[src/rtl/cpu_pkg.sv]
// Shared pipeline definitions: mul/div opcode encodings, sequencer state
// encoding and the default datapath width.
package cpu_pkg;

  localparam int WIDTH_DEF = 32;

  typedef enum logic [1:0] {
    OP_MULT  = 2'b00,
    OP_MULTU = 2'b01,
    OP_DIV   = 2'b10,
    OP_DIVU  = 2'b11
  } md_op_t;

  typedef enum logic [1:0] {
    ST_IDLE = 2'd0,
    ST_RUN  = 2'd1,
    ST_SIGN = 2'd2
  } md_state_t;

endpackage

[src/rtl/muldiv_step.sv]
// One iteration of the sequencer: shift-add multiply step or restoring
// divide step on the 2*WIDTH accumulator.
module muldiv_step
  import cpu_pkg::*;
#(
  parameter int WIDTH = WIDTH_DEF
) (
  input  logic               is_div_i,
  input  logic [2*WIDTH-1:0] acc_i,
  input  logic [WIDTH-1:0]   d_i,
  output logic [2*WIDTH-1:0] acc_o
);

  logic [WIDTH:0] sum;
  logic [WIDTH:0] diff;

  always_comb begin
    // Multiply: the multiplier sits in the low half and is consumed from bit0.
    sum  = {1'b0, acc_i[2*WIDTH-1:WIDTH]} + (acc_i[0] ? {1'b0, d_i} : '0);
    diff = acc_i[2*WIDTH-1:WIDTH-1] - {1'b0, d_i};
    if (is_div_i)
      acc_o = diff[WIDTH] ? {acc_i[2*WIDTH-2:0], 1'b0}
                          : {diff[WIDTH-1:0], acc_i[WIDTH-2:0], 1'b1};
    else
      acc_o = {sum, acc_i[WIDTH-1:1]};
  end

endmodule

[src/rtl/muldiv_ctrl.sv]
// Multi-cycle multiply/divide sequencer owning HI/LO.
// Define MULDIV_FAST_MUL_EN for a single-cycle multiply in RUN.
module muldiv_ctrl
  import cpu_pkg::*;
#(
  parameter int WIDTH = WIDTH_DEF
) (
  input  logic             clk,
  input  logic             rst_n,
  input  logic             start_e,
  input  logic [1:0]       op_e,
  input  logic [WIDTH-1:0] src_a_e,
  input  logic [WIDTH-1:0] src_b_e,
  input  logic             hilo_read_d,
  input  logic             muldiv_d,
  output logic             stall_md,
  output logic             busy,
  output logic             done,
  output logic             div_by_zero,
  output logic [WIDTH-1:0] hi,
  output logic [WIDTH-1:0] lo
);

  localparam int CW = (WIDTH > 1) ? $clog2(WIDTH) : 1;

  md_state_t          state_q;
  logic [2*WIDTH-1:0] acc_q;
  logic [WIDTH-1:0]   d_q, hi_q, lo_q;
  logic [CW-1:0]      cnt_q;
  logic               busy_q, done_q, dbz_q, dbz_pend_q;
  logic               is_div_q, neg_p_q, neg_r_q;

  logic               op_div, op_signed, b_zero, run_last;
  logic [WIDTH-1:0]   mag_a, mag_b, res_hi, res_lo;
  logic [2*WIDTH-1:0] step_acc, acc_run, prod;

  assign op_div    = (op_e == OP_DIV) || (op_e == OP_DIVU);
  assign op_signed = (op_e == OP_MULT) || (op_e == OP_DIV);
  assign b_zero    = (src_b_e == '0);
  assign mag_a     = (op_signed && src_a_e[WIDTH-1]) ? -src_a_e : src_a_e;
  assign mag_b     = (op_signed && src_b_e[WIDTH-1]) ? -src_b_e : src_b_e;

  muldiv_step #(.WIDTH(WIDTH)) u_step (
    .is_div_i (is_div_q),
    .acc_i    (acc_q),
    .d_i      (d_q),
    .acc_o    (step_acc)
  );

  always_comb begin
    acc_run  = step_acc;
    run_last = (cnt_q == CW'(WIDTH-1));
`ifdef MULDIV_FAST_MUL_EN
    if (!is_div_q) begin
      acc_run  = {{WIDTH{1'b0}}, acc_q[WIDTH-1:0]} * {{WIDTH{1'b0}}, d_q};
      run_last = 1'b1;
    end
`endif
  end

  always_comb begin
    prod   = neg_p_q ? -acc_q : acc_q;
    res_hi = prod[2*WIDTH-1:WIDTH];
    res_lo = prod[WIDTH-1:0];
    if (dbz_pend_q) begin
      // Divide by zero: dividend passes through raw, quotient saturates.
      res_hi = acc_q[WIDTH-1:0];
      res_lo = '1;
    end else if (is_div_q) begin
      res_hi = neg_r_q ? -acc_q[2*WIDTH-1:WIDTH] : acc_q[2*WIDTH-1:WIDTH];
      res_lo = neg_p_q ? -acc_q[WIDTH-1:0] : acc_q[WIDTH-1:0];
    end
  end

  always_ff @(posedge clk or negedge rst_n) begin
    if (!rst_n) begin
      state_q    <= ST_IDLE;
      acc_q      <= '0;
      d_q        <= '0;
      hi_q       <= '0;
      lo_q       <= '0;
      cnt_q      <= '0;
      busy_q     <= 1'b0;
      done_q     <= 1'b0;
      dbz_q      <= 1'b0;
      dbz_pend_q <= 1'b0;
      is_div_q   <= 1'b0;
      neg_p_q    <= 1'b0;
      neg_r_q    <= 1'b0;
    end else begin
      done_q <= 1'b0;
      dbz_q  <= 1'b0;
      case (state_q)
        ST_IDLE: if (start_e) begin
          busy_q   <= 1'b1;
          cnt_q    <= '0;
          is_div_q <= op_div;
          neg_p_q  <= op_signed & (src_a_e[WIDTH-1] ^ src_b_e[WIDTH-1]);
          neg_r_q  <= op_signed & src_a_e[WIDTH-1];
          if (op_div && b_zero) begin
            dbz_pend_q <= 1'b1;
            acc_q      <= {{WIDTH{1'b0}}, src_a_e};
            state_q    <= ST_SIGN;
          end else begin
            dbz_pend_q <= 1'b0;
            acc_q      <= {{WIDTH{1'b0}}, op_div ? mag_a : mag_b};
            d_q        <= op_div ? mag_b : mag_a;
            state_q    <= ST_RUN;
          end
        end
        ST_RUN: begin
          acc_q <= acc_run;
          cnt_q <= cnt_q + CW'(1);
          if (run_last) state_q <= ST_SIGN;
        end
        ST_SIGN: begin
          hi_q    <= res_hi;
          lo_q    <= res_lo;
          busy_q  <= 1'b0;
          done_q  <= 1'b1;
          dbz_q   <= dbz_pend_q;
          state_q <= ST_IDLE;
        end
        default: state_q <= ST_IDLE;
      endcase
    end
  end

  assign stall_md    = busy_q & (hilo_read_d | muldiv_d);
  assign busy        = busy_q;
  assign done        = done_q;
  assign div_by_zero = dbz_q;
  assign hi          = hi_q;
  assign lo          = lo_q;

endmodule

[config.mk]
export PLATFORM = sky130hd
export DESIGN_NAME = muldiv_ctrl
export DESIGN_NICKNAME = d
export VERILOG_FILES = /design/src/rtl/cpu_pkg.sv /design/src/rtl/muldiv_step.sv /design/src/rtl/muldiv_ctrl.sv
export SDC_FILE = /design/constraint.sdc
export NUM_CORES = 1
export LEC_CHECK = 0
export CORE_ASPECT_RATIO = 0.9
export CORE_MARGIN = 2
export CORE_UTILIZATION = 46
export CTS_BUF_LIST = sky130_fd_sc_hd__clkbuf_8
export CTS_CLUSTER_DIAMETER = 150
export DETAILED_ROUTE_END_ITERATION = 10
export PLACE_DENSITY = 0.73
export SKIP_LAST_GASP = 1
export SYNTH_ARGS = -nofsm -noshare
export SYNTH_HDL_FRONTEND = slang
export SYNTH_SLANG_ARGS = --single-unit
[constraint.sdc]
create_clock -name clk -period 4.1 [get_ports clk]
set_input_delay 0.41 -clock clk [delete_from_list [all_inputs] [get_ports clk]]
set_output_delay 0.41 -clock clk [all_outputs]
set_load 0.05 [all_outputs]
==> Word-level counts from Yosys, hierarchy flattened <==
Cells that the tools add are included.
{ "totals": {"reg_bits": 174, "latchBits": 0, "ram_bits": 0, "mem_bits_ro": 0, "output_inout_bits": 68, "wordCells": 77, "memories": 0} }
{ "op_classes": {"addsub": 8, "mul": 0, "n_div": 0, "n_lt_le_gt_ge": 0, "n_eq_ne": 7, "shifts": 0, "mux": 28, "bitwise": 6, "reduce_logical": 15} }
{ "ops": {"columns": ["op", "n"], "rows": [
  ["$mux W32", 12],
  ["$mux W64", 4],
  ["$neg A32 Y32", 4],
  ["$pmux W64 S2", 1],
  ["$neg A64 Y64", 1],
  ["$add A32 B33 Y33", 1],
  ["$sub A33 B32 Y33", 1],
  ["$logic_not A32 Y1", 1],
  ["$pmux W5 S2", 1],
  ["$reduce_and A2 Y1", 4],
  ["$eq A2 B2 Y1 const B", 3],
  ["$mux W2", 3],
  ["$add A5 B1 Y5 const B", 1],
  ["$eq A5 B5 Y1 const B", 1],
  ["$mux W5", 1],
  ["$logic_not A2 Y1", 2],
  ["$mux W1", 4],
  ["$ne A2 B2 Y1 const B", 2],
  ["$pmux W2 S2", 1],
  ["$reduce_bool A2 Y1", 2],
  ["$and A1 B1 Y1", 3],
  ["$logic_and A1 B1 Y1", 3],
  ["$reduce_and A3 Y1", 1],
  ["$eq A2 B1 Y1 const B", 1],
  ["5 further kinds", 6]
]} }

==> Depth between registers and ports, before layout <==
Gate-level depths: netlist of run 1.
{ "logic_depth": {"depth_word": 8, "mapped_depth": 15} }

==> By module <==
From an unflattened synthesis of run 1, not the netlist that was laid out.
{ "hier_totals": {"hier_cells": 1962, "hier_area_um2": 15636.2} }
{ "modules_own_cells": {"columns": ["module", "n_inst", "cells_each", "area_per_inst_um2", "seq_area_each_um2"], "rows": [
  ["muldiv_ctrl", 1, 1299, 11045.6, 4354.2],
  ["muldiv_step", 1, 663, 4590.7, 0.0]
]} }

==> Least setup slack after synthesis of run 1 <==
Ideal clock, no wire load.
{ "synth_timing": {"kind": "register to register", "startpoint": "reg acc_q[0]", "endpoint": "reg acc_q[61]", "t_arrival_ns": 3.362, "t_required_ns": 3.967, "slack_ns": 0.605, "path_stages_with_launch": 15, "path_buffers": 1, "synth_period_minus_slack_ns": 3.495, "path_cell_list": "dfrtp_1 > inv_1 > clkbuf_1 > nor2_1 > ha_1 > a21o_1 > or3_1 > o22a_1 > a31oi_1 > o21bai_1 > a31o_2 > a31o_2 > a311o_1 > nand4_1 > o211ai_1"} }
{ "synth_between": {"elab_chain_cells": 4} }
{ "synth_lines": {"columns": ["element", "line", "rtl"], "rows": [
  ["from (decl)", "muldiv_ctrl.sv:27", "logic [2*WIDTH-1:0] acc_q;"],
  ["from (signal assigned)", "muldiv_ctrl.sv:102", "acc_q <= {{WIDTH{1'b0}}, src_a_e};"],
  ["from (signal assigned)", "muldiv_ctrl.sv:106", "acc_q <= {{WIDTH{1'b0}}, op_div ? mag_a : mag_b};"],
  ["from (signal assigned)", "muldiv_ctrl.sv:112", "acc_q <= acc_run;"],
  ["$mux W32", "muldiv_step.sv:19", "sum = {1'b0, acc_i[2*WIDTH-1:WIDTH]} + (acc_i[0] ? {1'b0, d_i} : '0);"],
  ["$add A32 B33 Y33", "muldiv_step.sv:19", null],
  ["$mux W64", "muldiv_step.sv:21", "if (is_div_i)"],
  ["$pmux W64 S2", "muldiv_ctrl.sv:93", "case (state_q)"]
]} }
No other way between the ends.
A chain may end at the register's enable or synchronous reset.

==> Worst setup path after layout of run 1 <==
{ "layout_timing": {"startpoint": "reg acc_q[31]", "endpoint": "reg acc_q[49]"} }
{ "layout_between": {"elab_chain_cells": 4} }
{ "layout_lines": {"columns": ["element", "line", "rtl"], "rows": [
  ["$sub A33 B32 Y33", "muldiv_step.sv:20", "diff = acc_i[2*WIDTH-1:WIDTH-1] - {1'b0, d_i};"],
  ["$mux W64", "muldiv_step.sv:22", "acc_o = diff[WIDTH] ? {acc_i[2*WIDTH-2:0], 1'b0}"],
  ["$mux W64", "muldiv_step.sv:21", null],
  ["$pmux W64 S2", "muldiv_ctrl.sv:93", null]
]} }
No other way between the ends.

==> results of run 1 <==
-- final timing paths --
path                             end  cells past startpoint
max                        acc_q[49]                     13
min                        acc_q[50]                      1
max reg2reg                acc_q[49]                     13
min reg2reg                  d_q[24]                      1
max in group asynchronous  acc_q[11]                      2
min in group clk           acc_q[13]                      3
-- registers in the layout, indices dropped and copies added (netlist names) --
| name | flops |
|---|---|
| acc_q | 64 |
| d_q | 32 |
| hi | 32 |
| lo | 32 |
| cnt_q | 5 |
| state_q | 2 |
| busy | 1 |
| dbz_pend_q | 1 |
| div_by_zero | 1 |
| done | 1 |
| is_div_q | 1 |
| neg_p_q | 1 |
| neg_r_q | 1 |
-- cells by family (layout without fill, tap and decap cells) --
group,after synthesis,count (layout)
xor gates and xnor gates,170,170
buffers and inverters,185,299
and+or+nand+nor,608,608
AOI/OAI and AO/OA,638,638
adders and majority gates,72,72
muxes,67,67
DFF,174,174
-- worst register-to-register path, stage by stage, from the launching register on --
cell       delay (ps)
dfrtp_1           440
inv_1             100
ha_1              240
fa_1              390
nand2b_1          200
a21oi_1           250
o2111ai_1         220
a21oi_1           220
o2111ai_1         150
a21oi_1           360
xor2_4            300
buf_4             330
mux2i_1           230
o221ai_1          120
-- area by class of cell --
class                      count  area (µm²)  share of cell area
sequential                   174        4360               0.251
timing repair buffer         207        1920               0.111
clock buffer                  17         234              0.0135
multi-input combinational   1555        9930               0.572
tap                          416         520              0.0300
inverter                      60         225              0.0130
clock inverter                15         171             0.00988
-- routing by layer --
layer	share of wire	up-vias
met1	0.46	7250
met2	0.42	855
met4	0.029	0
met3	0.099	92
li1	-	7090
met5	0	-
-- stage by stage --
stage,cells,cell area (µm²)
after floorplan,1914,15100
after global placement,2412,17000
after detailed placement,2412,17000
after CTS,2444,17400
after global routing,2444,17400
final,2444,17400
-- power breakdown --
group	total [W]	internal, W	switching (W)
combinational	0.0117	0.00460	0.00711
clock	0.00128	0.000514	0.000764
sequential	0.00348	0.00251	0.000972
total	0.0165	0.00762	0.00885
-- layout by cell type (no fill, tap or decap), types with 19 or more instances in the layout --
master	count
inv_1	60
buf_4	67
xor2_1	82
nor2b_1	23
o31ai_1	23
mux2i_1	52
o211ai_1	19
a211oi_1	28
a21oi_1	189
a22oi_1	22
a31oi_1	25
o21ai_0	185
nor2_1	210
nand2b_1	24
nand3_1	29
xnor2_1	87
nor3_1	43
a21o_1	34
ha_1	70
nand2_1	169
clkdlybuf4s50_1	136
dfrtp_1	172
or3_1	24
==> results.rst, run 1 <==
.. list-table::
   :header-rows: 1

   * - Metric
     - Value
   * - Result of the run
     - complete, no violations
   * - Number of sinks handled by clock tree synthesis
     - 174
   * - Worst setup SP type
     - flip-flop
   * - Pre-antenna DRT Iters
     - 6
   * - Average via count per standard cell
     - 6.25
   * - Post-synth ARST share
     - 1.00
   * - Worst hold path type
     - in2async
   * - Dominant cell type by area after synthesis
     - dfrtp_1
   * - Number of vias in the routed layout
     - 15,300
   * - Proportion of netlist area held by the largest area contributor
     - 0.289
   * - Count of antenna diodes in the layout
     - 0
   * - Max Clk Rate
     - ~0.27 GHz
   * - Number of storage elements in the synthesis netlist
     - about 170
   * - Buf+Inv Stages, Crit Path
     - 2
   * - Met3 Usage GRT
     - 0.0561
   * - Warnings, synthesis
     - 0
   * - Register-to-register setup slack
     - 420 ps
   * - Core outline area
     - 0.0321 mm²
   * - Placer congestion estimate
     - approximately 1.0
   * - Setup repair after global routing missed its margin
     - no
   * - Top-level port count
     - 139
   * - Critical path start-end classification
     - reg2reg
   * - Layout cell share with drive strength beyond 1
     - 0.0745
   * - Largest fanout on the critical path
     - 14
   * - Number of standard cells after synthesis
     - 1,914
   * - Library cell used as clock root buffer
     - clkbuf_8
   * - Worst setup skew after layout
     - approximately 25 ps
   * - Iteration-0 DRC Markers
     - 2,027
   * - Netlist cell types
     - 84
   * - Starting density of the core
     - 0.469
   * - Met2 layer usage reported by global route
     - 0.436
   * - Final cell utilization of the core
     - 0.540
   * - Worst setup EP type
     - flip-flop
   * - Leakage power
     - 7.36 nW
   * - Layout Nets
     - 2,158
   * - Power per unit of standard cell area
     - 949 mW/mm²
   * - Fin crit period
     - 3680 ps
   * - Synthesized-area fraction occupied by and/or/nand/nor cells
     - 0.190
   * - Busiest metal layer after global routing
     - met1
   * - Max-slew violation count
     - 0
   * - Die X
     - a little under 200 µm
   * - Hold-fix buffers at CTS
     - 0
   * - Hold Violations, Final
     - 0
   * - Library cell with the highest instance count after synthesis
     - nor2_1
   * - TritonCTS clock tree
     - yes
   * - Number of antenna-violating nets in the routed design
     - 0
   * - Htree depth
     - 4
   * - Post-layout worst setup margin
     - ~420 ps
   * - Total grt overflow
     - 0
   * - Count of buffers inserted at the top-level ports
     - 138
   * - Slew of the pin with the lowest slew margin
     - 987 ps
   * - Cell Chain, Critical Path
     - inv_1, ha_1, fa_1, nand2b_1, a21oi_1, o2111ai_1, a21oi_1, o2111ai_1, a21oi_1, xor2_4, buf_4, mux2i_1, o221ai_1
   * - Most numerous cell types in the synthesized netlist
     - 210 x nor2_1, 189 x a21oi_1, 185 x o21ai_0, 174 x dfrtp_1, 169 x nand2_1
   * - Worst-case vdd ir drop
     - 0.371 mV
   * - Largest family of logic cells by synthesized area
     - compound AO/OA/AOI/OAI gates
   * - Placement-stage worst setup slack
     - between 400 and 500 ps
   * - Data arrival time of the worst path
     - 4020 ps
   * - Total clock buffers created by CTS
     - 17
   * - Number of global-route vias before repair
     - ~14,000
   * - MaxCap Viol Count
     - 0
   * - Average wire per cell in the routed design
     - 21.0 µm
   * - Area growth, synth to finish
     - 15.2%
   * - Post-synthesis sequential area ratio
     - 0.289
   * - Half-perimeter wire length after placement
     - 40,200 µm
   * - Post-synthesis compound-gate area fraction
     - 0.261
   * - EDFF count, synth
     - 0
   * - Total wire length
     - 51,400 µm
   * - Vert. Die Dim
     - 176 µm
   * - Parity-gate share of the synthesized area counting xor and xnor cells
     - 0.0993
   * - Clock network latency to the later pin of the worst-skew pair
     - 490 ps
   * - Critical Path Most Common Cell
     - a21oi_1
   * - Post-synthesis share of cell area spent on full adders, half adders and majority gates
     - 0.0608
   * - GR Layer Usage met1
     - 0.438
   * - Full die area
     - 0.0342 mm²
   * - Number of antenna violations at the first check in global routing
     - 0
   * - Worst relative slew slack
     - 0.342
   * - Kind of cell adding the most delay to the critical path
     - compound AO/OA/AOI/OAI gates
   * - Syn_nets
     - 2,057
   * - Clk slew on worst S/H paths
     - 100 ps
   * - Number of fillers in the final layout
     - 3,019
   * - Post-CTS resize count
     - 0
   * - Number of design rule violations left after detail routing
     - 0
   * - Top cells by area, synth
     - dfrtp_1 29%, a21oi_1 6.3%, o21ai_0 6.1%
   * - Final-layout worst hold slack
     - between 60 and 70 ps
   * - Tcrit/Tclk final
     - 0.897
   * - Required time of the critical path
     - 4440 ps
   * - Row cnt
     - 62
   * - Mapped Avg Cell Area
     - 7.87 µm²
   * - Critical Path Start
     - acc_q[31]
   * - Overall Global Routing Usage
     - 0.297
   * - Delay contributed by the slowest stage of the critical path
     - 440 ps
   * - Slowest library cell on the worst path
     - dfrtp_1
   * - Proportion of synthesized area in mux cells
     - 0.0458
   * - Synthesized area
     - approximately 0.015 mm²
   * - Pin count of the biggest net entering global routing
     - roughly 100
   * - Design Power
     - 0.0165 W
   * - First-pass GRT wire length
     - roughly 80,000 µm
   * - Dominant synthesized flop cell
     - dfrtp_1
   * - Finish-stage setup viols
     - 0
   * - Count of buffers added by post-CTS timing repair for setup
     - 0
   * - Setup TNS
     - 0 ps
   * - Launching point of the worst reg2reg path
     - acc_q[31]
   * - CTS Buffer Depth
     - 2
No activity file was read; power rests on OpenSTA's default activity.
==> inputs of run 2 (changes only) <==
PLACE_DENSITY = 0.66   (was 0.73)
==> results.rst, run 2 (synthesis gave the netlist of run 1 again) <==
.. list-table::
   :header-rows: 1

   * - Metric
     - Value
   * - Result of the run
     - finished, violations left
   * - Violated checks
     - hold timing
   * - Average wire per cell in the routed design
     - 22.0 µm
   * - CTS Buffer Depth
     - 2
   * - Worst hold path type
     - in2async
   * - Final-layout worst hold slack
     - -24.7 ps
   * - Core outline area
     - 0.0321 mm²
   * - Critical Path Most Common Cell
     - a21oi_1
   * - Pin count of the biggest net entering global routing
     - approximately 100
   * - TritonCTS clock tree
     - yes
   * - Worst setup skew after layout
     - 23.4 ps
   * - Detailed-routing wirelength on met1
     - between 20,000 and 30,000 µm
   * - Number of antenna-violating nets in the routed design
     - 0
   * - Required time of the critical path
     - 4460 ps
   * - Delay contributed by the slowest stage of the critical path
     - between 400 and 500 ps
   * - MaxCap Viol Count
     - 0
   * - Setup TNS
     - 0 ps
   * - Critical path start-end classification
     - reg2reg
   * - Area growth, synth to finish
     - 15.5%
   * - Number of sinks handled by clock tree synthesis
     - 174
   * - Top routing layer in use
     - met5
   * - Count of antenna diodes in the layout
     - 0
   * - Worst setup EP type
     - flip-flop
   * - Pre-antenna DRT Iters
     - 9
   * - Placer congestion estimate
     - 0.942
   * - Fin crit period
     - ~3800 ps
   * - Sequential cell area
     - 0.00436 mm²
   * - Hold-fix buffers at CTS
     - 0
   * - Leakage power
     - 7.39 nW
   * - Top-level port count
     - approximately 140
   * - Data arrival time of the worst path
     - 4130 ps
   * - Max Clk Rate
     - 0.265 GHz
   * - Clk slew on worst S/H paths
     - 110 ps
   * - Hold Violations, Final
     - 4
   * - Half-perimeter wire length after placement
     - about 42,000 µm
   * - Cell Chain, Critical Path
     - inv_1, ha_1, fa_1, nand2b_1, a21oi_1, o2111ai_1, a21oi_1, o2111ai_1, a21oi_1, xor2_4, buf_4, buf_4, mux2_2, a21oi_1, a21oi_1
   * - Total non-filler cell area in the finished layout
     - 0.0174 mm²
   * - Post-CTS resize count
     - 0
   * - Overall Global Routing Usage
     - 0.314
   * - Clock network latency to the later pin of the worst-skew pair
     - 480 ps
   * - Library cell used as clock root buffer
     - clkbuf_8
   * - Slowest library cell on the worst path
     - dfrtp_1
   * - Met3 layer wire length in the routed design
     - 5010 µm
   * - Number of design rule violations left after detail routing
     - 0
   * - Row cnt
     - 62
   * - Most common cell after layout, fill and taps aside
     - nor2_1
   * - Htree depth
     - 4
   * - Worst setup SP type
     - flip-flop
   * - Full die area
     - approximately 0.034 mm²
   * - Total grt overflow
     - 0
   * - Starting density of the core
     - 0.469
   * - Power per unit of standard cell area
     - roughly 950 mW/mm²
   * - Number of global-route vias before repair
     - approximately 14,000
   * - Average via count per standard cell
     - 6.19
   * - Number of fillers in the final layout
     - about 3,100
   * - Count of buffers added by post-CTS timing repair for setup
     - 0
   * - Number of antenna violations at the first check in global routing
     - 1
   * - Total placed instance area
     - 0.0170 mm²
   * - Worst-case vdd ir drop
     - 0.317 mV
   * - Setup repair after global routing missed its margin
     - no
   * - Die X
     - between 150 and 200 µm
   * - Tcrit/Tclk final
     - 0.920
   * - Layout Nets
     - about 2,200
   * - Vert. Die Dim
     - 176 µm
   * - Flip-flop count of the largest register after layout
     - 64
   * - Worst relative slew slack
     - 0.338
   * - Number of vias in the routed layout
     - 15,200
   * - First-pass GRT wire length
     - 83,400 µm
   * - Total wire length
     - between 50,000 and 60,000 µm
   * - Most used cells in the layout excluding fill and tap cells
     - 210 x nor2_1, 189 x a21oi_1, 185 x o21ai_0, 172 x dfrtp_1, 169 x nand2_1
   * - Iteration-0 DRC Markers
     - 1,603
   * - Finish-stage setup viols
     - 0
   * - Met2 wire length
     - 22,500 µm
   * - Count of buffers inserted at the top-level ports
     - about 140
   * - Slew of the pin with the lowest slew margin
     - 991 ps
   * - Largest fanout on the critical path
     - 9
   * - Max-slew violation count
     - 0
   * - Layout cell share with drive strength beyond 1
     - 0.0785
   * - Multi-input combinational cell area
     - 0.00993 mm²
   * - Total clock buffers created by CTS
     - 17
   * - Register ranked first by flip-flop count
     - acc_q
==> run 2: cell types whose count changed in the layout (fill, tap and decap cells not counted), sizes merged <==
cell / delta
bufinv: -1
buf: +10
clkbuf: +1
==> run 2: final timing paths <==
check / cells past startpoint / endpoint / from / slack [ps]
max in group asynchronous: 2 / acc_q[56] / rst_n / 3130
max: 15 / acc_q[0] / acc_q[31] / 330
min reg2reg: 2 / lo[0] / lo[0] / 480
max reg2reg: 15 / acc_q[0] / acc_q[31] / 330
min in group clk: 3 / d_q[19] / op_e[1] / 390
min: 1 / hi[27] / rst_n / -20
==> run 2: area by class of cell <==
| type | count | share of cell area |
|---|---|---|
| clock buffers | 18 | 0.0142 |
| well taps | 416 | 0.0299 |
| flip-flops and latches | 174 | 0.250 |
| inverters | 60 | 0.0129 |
| multi-input cells | 1555 | 0.570 |
| repair buffers | 217 | 0.115 |
| clock inverters | 14 | 0.00741 |
==> run 2: power breakdown <==
part,total [W],switching (W),leakage [nW],internal [W]
logic,0.0120,0.00730,5.09,0.00467
clock network,0.00122,0.000760,0.192,0.000461
registers,0.00338,0.000865,2.11,0.00251
==> run 2: critical path, delay by kind of cell (launching register included) <==
family	cells	cell delay, ps
fa+ha+maj	2	630
simple gates	1	200
xor+xnor	1	140
buf+inv	3	460
compound gates	7	1500
mux	1	260
flops	1	450
==> run 2: metrics by stage <==
stage	instances	util	power, W	setup slack (ps)
floorplan	1914	-	0.0114	605
global placement	2422	0.530	0.0150	432
detailed placement	2422	0.530	0.0151	381
CTS	2454	0.542	0.0164	376
global route	2454	0.542	0.0177	167
finish	2454	0.542	0.0166	327
==> run 2: metal layers <==
layer / vias to the layer above / global-route usage
met4: 2 / 0.0824
met3: 66 / 0.0445
met2: 811 / 0.456
met1: 7196 / 0.485
li1: 7123 / -
met5: - / 0
